## src/rtl/sysid_pkg.sv

```systemverilog
// Shared definitions for the system-ID check master: FSM states, word offsets,
// data width and the default expected ID/timestamp values.
package sysid_pkg;

    localparam int SYSID_DATA_W  = 32;
    localparam int SYSID_WORD_ID = 0;
    localparam int SYSID_WORD_TS = 1;

    localparam logic [SYSID_DATA_W-1:0] SYSID_DEF_ID = 32'h0000_0000;
    localparam logic [SYSID_DATA_W-1:0] SYSID_DEF_TS = 32'd1647018338;

    typedef enum logic [2:0] {
        ST_IDLE  = 3'd0,
        ST_RD_ID = 3'd1,
        ST_RD_TS = 3'd2,
        ST_EVAL  = 3'd3,
        ST_FIN   = 3'd4,
        ST_RETRY = 3'd5
    } sysid_state_e;

    // Byte address of a 32-bit word relative to the slave base.
    function automatic int word_addr(input int base, input int word);
        return base + (word * 4);
    endfunction

endpackage

```

## src/rtl/sysid_read_timer.sv

```systemverilog
// Per-transaction stall counter; o_expired flags the last allowed stall cycle.
module sysid_read_timer #(
    parameter int LIMIT = 255
) (
    input  logic clock,
    input  logic reset,
    input  logic i_clear,
    input  logic i_enable,
    output logic o_expired
);

    logic [15:0] r_count;

    // Count stall cycles; clear has priority so each read starts from zero.
    always_ff @(posedge clock or posedge reset) begin
        if (reset) begin
            r_count <= 16'd0;
        end else if (i_clear) begin
            r_count <= 16'd0;
        end else if (i_enable) begin
            r_count <= r_count + 16'd1;
        end else begin
            r_count <= r_count;
        end
    end

    // The LIMIT-th consecutive stall cycle is the last one tolerated.
    assign o_expired = i_enable && (r_count == 16'(LIMIT - 1));

endmodule

```

## src/rtl/sysid_check_master.sv

```systemverilog
// Avalon-MM read master that fetches the system-ID and timestamp words and
// checks them. Optional macro SYSID_RETRY_EN enables retries and retry_count.
module sysid_check_master
    import sysid_pkg::*;
#(
    parameter int                       ADDR_W         = 4,
    parameter int                       BASE_ADDR      = 0,
    parameter logic [SYSID_DATA_W-1:0]  EXPECTED_ID    = SYSID_DEF_ID,
    parameter logic [SYSID_DATA_W-1:0]  EXPECTED_TS    = SYSID_DEF_TS,
    parameter int                       TIMEOUT_CYCLES = 255,
    parameter int                       MAX_RETRIES    = 3
) (
    input  logic                     clock,
    input  logic                     reset,
    input  logic                     start,
    output logic [ADDR_W-1:0]        avm_address,
    output logic                     avm_read,
    input  logic                     avm_waitrequest,
    input  logic [SYSID_DATA_W-1:0]  avm_readdata,
    output logic                     busy,
    output logic                     done,
    output logic                     pass,
    output logic                     timeout_err,
`ifdef SYSID_RETRY_EN
    output logic [3:0]               retry_count,
`endif
    output logic [SYSID_DATA_W-1:0]  id_value,
    output logic [SYSID_DATA_W-1:0]  ts_value
);

    localparam logic [ADDR_W-1:0] ADDR_ID = ADDR_W'(word_addr(BASE_ADDR, SYSID_WORD_ID));
    localparam logic [ADDR_W-1:0] ADDR_TS = ADDR_W'(word_addr(BASE_ADDR, SYSID_WORD_TS));

    if ((TIMEOUT_CYCLES < 1) || (TIMEOUT_CYCLES > 65535)) begin : g_bad_timeout
        $error("TIMEOUT_CYCLES out of range 1..65535");
    end
    if ((MAX_RETRIES < 1) || (MAX_RETRIES > 15)) begin : g_bad_retries
        $error("MAX_RETRIES out of range 1..15");
    end

    sysid_state_e              r_state;
    logic                      r_auto;
    logic                      r_read;
    logic [ADDR_W-1:0]         r_addr;
    logic                      r_busy;
    logic                      r_done;
    logic                      r_pass;
    logic                      r_timeout;
    logic [SYSID_DATA_W-1:0]   r_id;
    logic [SYSID_DATA_W-1:0]   r_ts;
`ifdef SYSID_RETRY_EN
    localparam logic [3:0] RETRY_LIMIT = 4'(MAX_RETRIES);
    logic [3:0]                r_retry;
`endif

    logic w_go;
    logic w_in_read;
    logic w_timer_clear;
    logic w_timer_en;
    logic w_expired;
    logic w_match;

    // r_auto makes the first cycle out of reset behave like a start pulse.
    assign w_go          = start || r_auto;
    assign w_in_read     = (r_state == ST_RD_ID) || (r_state == ST_RD_TS);
    assign w_timer_clear = !w_in_read || !avm_waitrequest;
    assign w_timer_en    = w_in_read && avm_waitrequest;
    assign w_match       = (r_id == EXPECTED_ID) && (r_ts == EXPECTED_TS);

    sysid_read_timer #(
        .LIMIT(TIMEOUT_CYCLES)
    ) u_timer (
        .clock     (clock),
        .reset     (reset),
        .i_clear   (w_timer_clear),
        .i_enable  (w_timer_en),
        .o_expired (w_expired)
    );

    // Check sequencer: all Avalon and status outputs are registered here.
    always_ff @(posedge clock or posedge reset) begin
        if (reset) begin
            r_state   <= ST_IDLE;
            r_auto    <= 1'b1;
            r_read    <= 1'b0;
            r_addr    <= ADDR_ID;
            r_busy    <= 1'b0;
            r_done    <= 1'b0;
            r_pass    <= 1'b0;
            r_timeout <= 1'b0;
            r_id      <= 32'h0000_0000;
            r_ts      <= 32'h0000_0000;
`ifdef SYSID_RETRY_EN
            r_retry   <= 4'd0;
`endif
        end else begin
            r_auto <= 1'b0;
            r_done <= 1'b0;
            case (r_state)
                ST_IDLE: begin
                    if (w_go) begin
                        r_pass    <= 1'b0;
                        r_timeout <= 1'b0;
                        r_busy    <= 1'b1;
                        r_read    <= 1'b1;
                        r_addr    <= ADDR_ID;
                        r_state   <= ST_RD_ID;
`ifdef SYSID_RETRY_EN
                        r_retry   <= 4'd0;
`endif
                    end else begin
                        r_state <= ST_IDLE;
                    end
                end
                ST_RD_ID, ST_RD_TS: begin
                    if (!avm_waitrequest) begin
                        if (r_state == ST_RD_ID) begin
                            // avm_read stays high: the TS read follows back-to-back.
                            r_id    <= avm_readdata;
                            r_addr  <= ADDR_TS;
                            r_state <= ST_RD_TS;
                        end else begin
                            r_ts    <= avm_readdata;
                            r_read  <= 1'b0;
                            r_state <= ST_EVAL;
                        end
                    end else if (w_expired) begin
                        r_read <= 1'b0;
`ifdef SYSID_RETRY_EN
                        if (r_retry < RETRY_LIMIT) begin
                            r_retry <= r_retry + 4'd1;
                            r_state <= ST_RETRY;
                        end else begin
                            r_timeout <= 1'b1;
                            r_pass    <= 1'b0;
                            r_busy    <= 1'b0;
                            r_done    <= 1'b1;
                            r_state   <= ST_FIN;
                        end
`else
                        r_timeout <= 1'b1;
                        r_pass    <= 1'b0;
                        r_busy    <= 1'b0;
                        r_done    <= 1'b1;
                        r_state   <= ST_FIN;
`endif
                    end else begin
                        r_state <= r_state;
                    end
                end
                ST_EVAL: begin
`ifdef SYSID_RETRY_EN
                    // EVAL already has avm_read low, so it serves as the idle gap.
                    if (!w_match && (r_retry < RETRY_LIMIT)) begin
                        r_retry <= r_retry + 4'd1;
                        r_read  <= 1'b1;
                        r_addr  <= ADDR_ID;
                        r_state <= ST_RD_ID;
                    end else begin
                        r_pass  <= w_match;
                        r_busy  <= 1'b0;
                        r_done  <= 1'b1;
                        r_state <= ST_FIN;
                    end
`else
                    r_pass  <= w_match;
                    r_busy  <= 1'b0;
                    r_done  <= 1'b1;
                    r_state <= ST_FIN;
`endif
                end
`ifdef SYSID_RETRY_EN
                ST_RETRY: begin
                    r_read  <= 1'b1;
                    r_addr  <= ADDR_ID;
                    r_state <= ST_RD_ID;
                end
`endif
                ST_FIN: begin
                    r_state <= ST_IDLE;
                end
                default: begin
                    r_read  <= 1'b0;
                    r_busy  <= 1'b0;
                    r_state <= ST_IDLE;
                end
            endcase
        end
    end

    assign avm_address = r_addr;
    assign avm_read    = r_read;
    assign busy        = r_busy;
    assign done        = r_done;
    assign pass        = r_pass;
    assign timeout_err = r_timeout;
    assign id_value    = r_id;
    assign ts_value    = r_ts;
`ifdef SYSID_RETRY_EN
    assign retry_count = r_retry;
`endif

endmodule
```

## config.mk

```make
export PLATFORM = sky130hd
export DESIGN_NAME = sysid_check_master
export DESIGN_NICKNAME = d
export VERILOG_FILES = /design/src/rtl/sysid_pkg.sv /design/src/rtl/sysid_read_timer.sv /design/src/rtl/sysid_check_master.sv
export SDC_FILE = /design/constraint.sdc
export NUM_CORES = 1
export LEC_CHECK = 0
export ABC_CLOCK_PERIOD_IN_PS = 3200
export BUFFER_PORTS_ARGS = -buffer_cell sky130_fd_sc_hd__clkbuf_2
export CAP_MARGIN = 0
export CORE_AREA = 2 2 112 81
export CTS_CLUSTER_DIAMETER = 50
export DETAILED_ROUTE_END_ITERATION = 16
export DIE_AREA = 0 0 114 83
export GPL_TIMING_DRIVEN = 0
export PLACE_DENSITY = 0.74
export SLEW_MARGIN = 20
export SYNTH_ARGS = -nofsm -noshare
export SYNTH_HDL_FRONTEND = slang
export SYNTH_SLANG_ARGS = --single-unit
```

## constraint.sdc

```tcl
create_clock -name clock -period 3.2 [get_ports clock]
set_clock_uncertainty 0.1 [all_clocks]
set_input_delay 0.8 -clock clock [delete_from_list [all_inputs] [get_ports clock]]
set_output_delay 0.8 -clock clock [all_outputs]
set_load 0.05 [all_outputs]
```

Yosys cells after proc, flatten, opt, wreduce, memory -nomap -nowiden --
Cells that the tools add are included.
Storage, ports and cells: register bits after elaboration 93, output and inout bits 73, word-level logic and storage cells 77, bits of input ports 36
Cells by class: reductions and logical operators 22, muxes and demuxes 26, bitwise gates (word level) 4, add/subtract/negate cells 1, equality and inequality tests 13
Operators with widths (number):
- == test 32 x 31 -> 1 bit, second input constant | 1
- zero test 32 bit | 1
- two-way mux 16 bit | 2
- AND reduction 4 bit | 5
- adder 16 x 1 -> 16 bit, second input constant | 1
- == test 16 x 8 -> 1 bit, second input constant | 1
- two-way mux 1 bit | 12
- two-way mux 4 bit | 3
- case mux 1 bit (3 select lines) | 3
- case mux 3 bit (3 select lines) | 1
- != test 2 bit, second input constant | 4
- case mux 4 bit (2 select lines) | 1
- == test 3 x 2 -> 1 bit, second input constant | 2
- two-way mux 3 bit | 2
- AND reduction 3 bit | 2
- inverter 1 bit | 4
- case mux 1 bit (2 select lines) | 2
- nonzero test 2 bit | 2
- OR reduction 2 bit | 2
- == test 3 x 1 -> 1 bit, second input constant | 1
- == test 3 bit, second input constant | 1
- logical AND 1 bit | 3
- zero test 3 bit | 1
- logical OR 1 bit | 3
- other kinds (5) | 6

Longest topological paths before layout --
depth after elaboration 7, depth in mapped cells 7, depth with buffers taken out 6

Hierarchy --
A second synthesis with hierarchy kept.
Unflattened totals: cell total of the unflattened synthesis 313, area total of the unflattened synthesis 4250.3 um^2
Modules (own cells, without submodules):
- sysid_check_master | times used 1, cells each 223, area an instance 3323.2 um^2, sequential area each 1853.0 um^2
- sysid_read_timer | times used 1, cells each 90, area an instance 927.1 um^2, sequential area each 400.4 um^2

Worst setup path before layout --
OpenSTA, ideal clock, no wires.
kind input to register, from in avm_waitrequest, to reg r_ts[10] (netlist: ts_value[10]), data required time 2.975 ns, data arrival time 2.102 ns, setup slack 0.873 ns, path buffers 1, stages on the path 5, library setup time 0.125 ns, path through inv_1 > nand2_1 > nor3_1 > clkbuf_1 > mux2_2
On the way: longest elaborated chain between the ends 2
RTL lines:
- start: declaration | RTL line sysid_check_master.sv:18 | input logic avm_waitrequest,
- inverter 1 bit (no line)
- AND reduction 3 bit (no line)
- end signal: assignment | RTL line sysid_check_master.sv:123 | r_ts <= avm_readdata;
- end: declaration | RTL line sysid_check_master.sv:50 | logic [SYSID_DATA_W-1:0] r_ts;
Every way passes these cells. A chain may end at the register's enable or synchronous reset.

Worst setup path after layout --
from in avm_waitrequest, to reg r_ts[8] (netlist: ts_value[8])
Same word-level chain as after synthesis.

==> impl_metrics.py <==
metrics = {
    "run_status": {
        "status": "completed",
    },
    "cells_and_area": {
        "finalNetCount": 447,
        "final-seq-area_sq_um": 2250,
        "multi_input_area_sq_um": 1430,
        "syn2layout_area_growth_pct": 27.4,
        "fillCellCount": 702,
        "layout-drive-gt1-share_pct": 46.4,
        "final_area_sq_um": 4790,
        "fin_cells": 519,
        "antenna_cells": 0,
    },
    "clock_tree": {
        "clock_path_buffers": 2,
        "clkTransAtPathRegs_ps": 70,
        "post_cts_buffers": 0,
        "cts_resized": 0,
        "cts_hold_buffers": 0,
        "clkLatencyLatePin_ps": 340,
        "cts_buffers": 9,
        "numClockSinks": 90,
        "cts_tree": "built",
        "htreeDepth": 3,
        "ctsRootBufferMaster": "clkbuf_16",
    },
    "yosys": {
        "ys_ff_latch": 90,
        "synthArstFlopShare_pct": 100,
        "synth_cell_type_count": 36,
        "netlist_instances": 287,
        "yosys_most_used_dff": "dfrtp_1",
        "synth_edf_count": 0,
        "synthTopCellsByCount": "dfrtp_1, mux2_2, nor2_1",
        "yosysWarningCount": 0,
        "synth.most_common_cell": "dfrtp_1",
        "synth.largest_area_cell": "dfrtp_1",
        "synthTopCellsByArea": "dfrtp_1, mux2_2, xor2_1",
        "synth_top_area_share_pct": 59.2,
        "synth_seq_area_share_pct": 59.9,
        "synth_area_sq_um": 3760,
        "syn-mean-instance-area_sq_um": 13.1,
    },
    "grt": {
        "grt_pass1_wl_um": 14300,
        "grt_max_degree": 29,
        "grt_pass1_vias": 2758,
        "overflow": 0,
        "grt_usage_pct": 19.6,
        "antenna_found_initial": 0,
    },
    "floorplan": {
        "rows": 28,
        "die_h_um": 83,
        "dieArea_sq_um": 9460,
        "initial_utilization_pct": 45.1,
        "die_x_um": 114,
        "coreArea_sq_um": 8340,
        "io_pins": 109,
    },
    "timing": {
        "setup_viol_count_final": 0,
        "finalHoldViolations": 0,
        "fmax_ghz": 0.363,
        "worst_pin_slew_ps": 926,
        "max-slew-margin-rel_pct": 37.8,
        "slew_violations": 0,
        "fin_crit_ps": 2750,
        "rsz0062_at_grt": "false",
        "post-route-period-util_pct": 86.1,
        "tns_ps": 0,
    },
    "setup_path": {
        "regToRegStartpoint": "r_state[2]",
        "worstSetupPathType": "in2reg",
        "rr_worst_depth": 4,
        "worstPathRequired_ps": 3320,
        "reg2reg_slack_ps": 550,
        "worstPathMaxFanout": 10,
        "r2r_end": "ts_value[8]",
        "start_kind": "primary input",
        "crit_path_end_kind": "flip-flop",
        "crit_arrival_ps": 2880,
    },
    "drt": {
        "vias": 2737,
        "drc": 0,
        "dr.first_iter.drc_count": 170,
        "vias_per_cell": 5.27,
        "drt_first_pass_iters": 4,
        "ant_nets": 0,
        "post_drt_wl_per_cell_um": 17.1,
        "drt-total-wl_um": 8880,
    },
    "place": {
        "gp_congestion": 0.849,
        "io_buffers": 105,
        "dpl_cell_area_sq_um": 4500,
        "numPlacedInstances": 503,
        "hpwl_um": 6840,
    },
    "run": {
        "maxCapViolCount": 0,
    },
    "hold_path": {
        "hold_class": "in2async",
    },
}
-- cells in the final DEF (no fill, tap or decap), types with 4 or more instances in the layout --
cell and instances:
nor4_1 9, nor2_1 25, a21oi_1 4, conb_1 4, nor3_1 6, clkbuf_16 9, and4_1 5, nor4b_1 4
buf_1 4, nand2_1 11, nand3_1 5, dfrtp_1 89, clkbuf_1 7, nand4_1 6, xor2_1 12, clkbuf_2 105
mux2_2 61
-- state kept, by name (all words and copies together), names as in the netlist --
signal and cells:
timeout_err 1, avm_read 1, ts_value 32, r_state 3, id_value 32, avm_address 1
r_auto 1, done 1, busy 1, pass 1, u_timer.r_count 16
-- cell families (layout without fill, tap and decap cells) --
group | count (synthesis) | in the layout | share of synthesized area, %
flip-flops | 90 | 90 | 59.9
AND/OR/NAND/NOR | 80 | 80 | 11.6
multiplexers | 64 | 64 | 19.2
buffers and inverters | 20 | 144 | 2.36
AO/OA/AOI/OAI | 15 | 15 | 2.76
XOR/XNOR | 15 | 15 | 3.49
adder cells (fa/ha/maj) | 2 | 2 | 0.665
other | 1 | 4 | 0.0997
-- critical path: stages --
cell and delay (ps):
clkbuf_2 110, inv_1 130, nand2_1 90, nor3_1 720, clkbuf_1 610, mux2_2 410
-- routing by layer --
layer / track usage [%] / vias up / part of all wire [%] / routed length [um]
met2: 29.5 / 82 / 46 / 4080
met5: 0 / - / 0 / 0
met4: 7.65 / 0 / 1.6 / 142
met3: 4.60 / 12 / 4.4 / 391
met1: 27.6 / 1377 / 48 / 4270
li1: - / 1266 / - / -
-- final cells by class --
cell class,count,share of cell area (%)
buffer,16,1.54
clock buffer,9,4.70
clock inverter,7,1.41
inverter,4,0.391
multi-input combinational,180,29.9
sequential,90,47.0
tap,105,2.74
timing repair buffer,108,12.4
-- through the flow --
step	hold slack, ps	utilization (%)	setup WS, ps
2_1_floorplan	346	-	873
3_3_place_gp	363	53.2	178
3_5_place_dp	375	54.0	90.7
4_1_cts	344	57.5	420
5_1_grt	365	57.5	282
6_report	351	57.5	446
-- how the worst max path moves through the flow --
| stage | from | end | slack, ps |
|---|---|---|---|
| after detailed placement | avm_waitrequest | ts_value[5] | 90 |
| after CTS | avm_waitrequest | ts_value[6] | 420 |
| final | avm_waitrequest | ts_value[8] | 450 |
| after global routing | avm_waitrequest | ts_value[8] | 280 |
| after global placement | avm_waitrequest | ts_value[8] | 180 |
| after floorplan | avm_waitrequest | ts_value[10] | 870 |
Power is left out: the tool's default activity adds up to more than one toggle a clock period on the data nets, which glitch-free logic cannot reach.
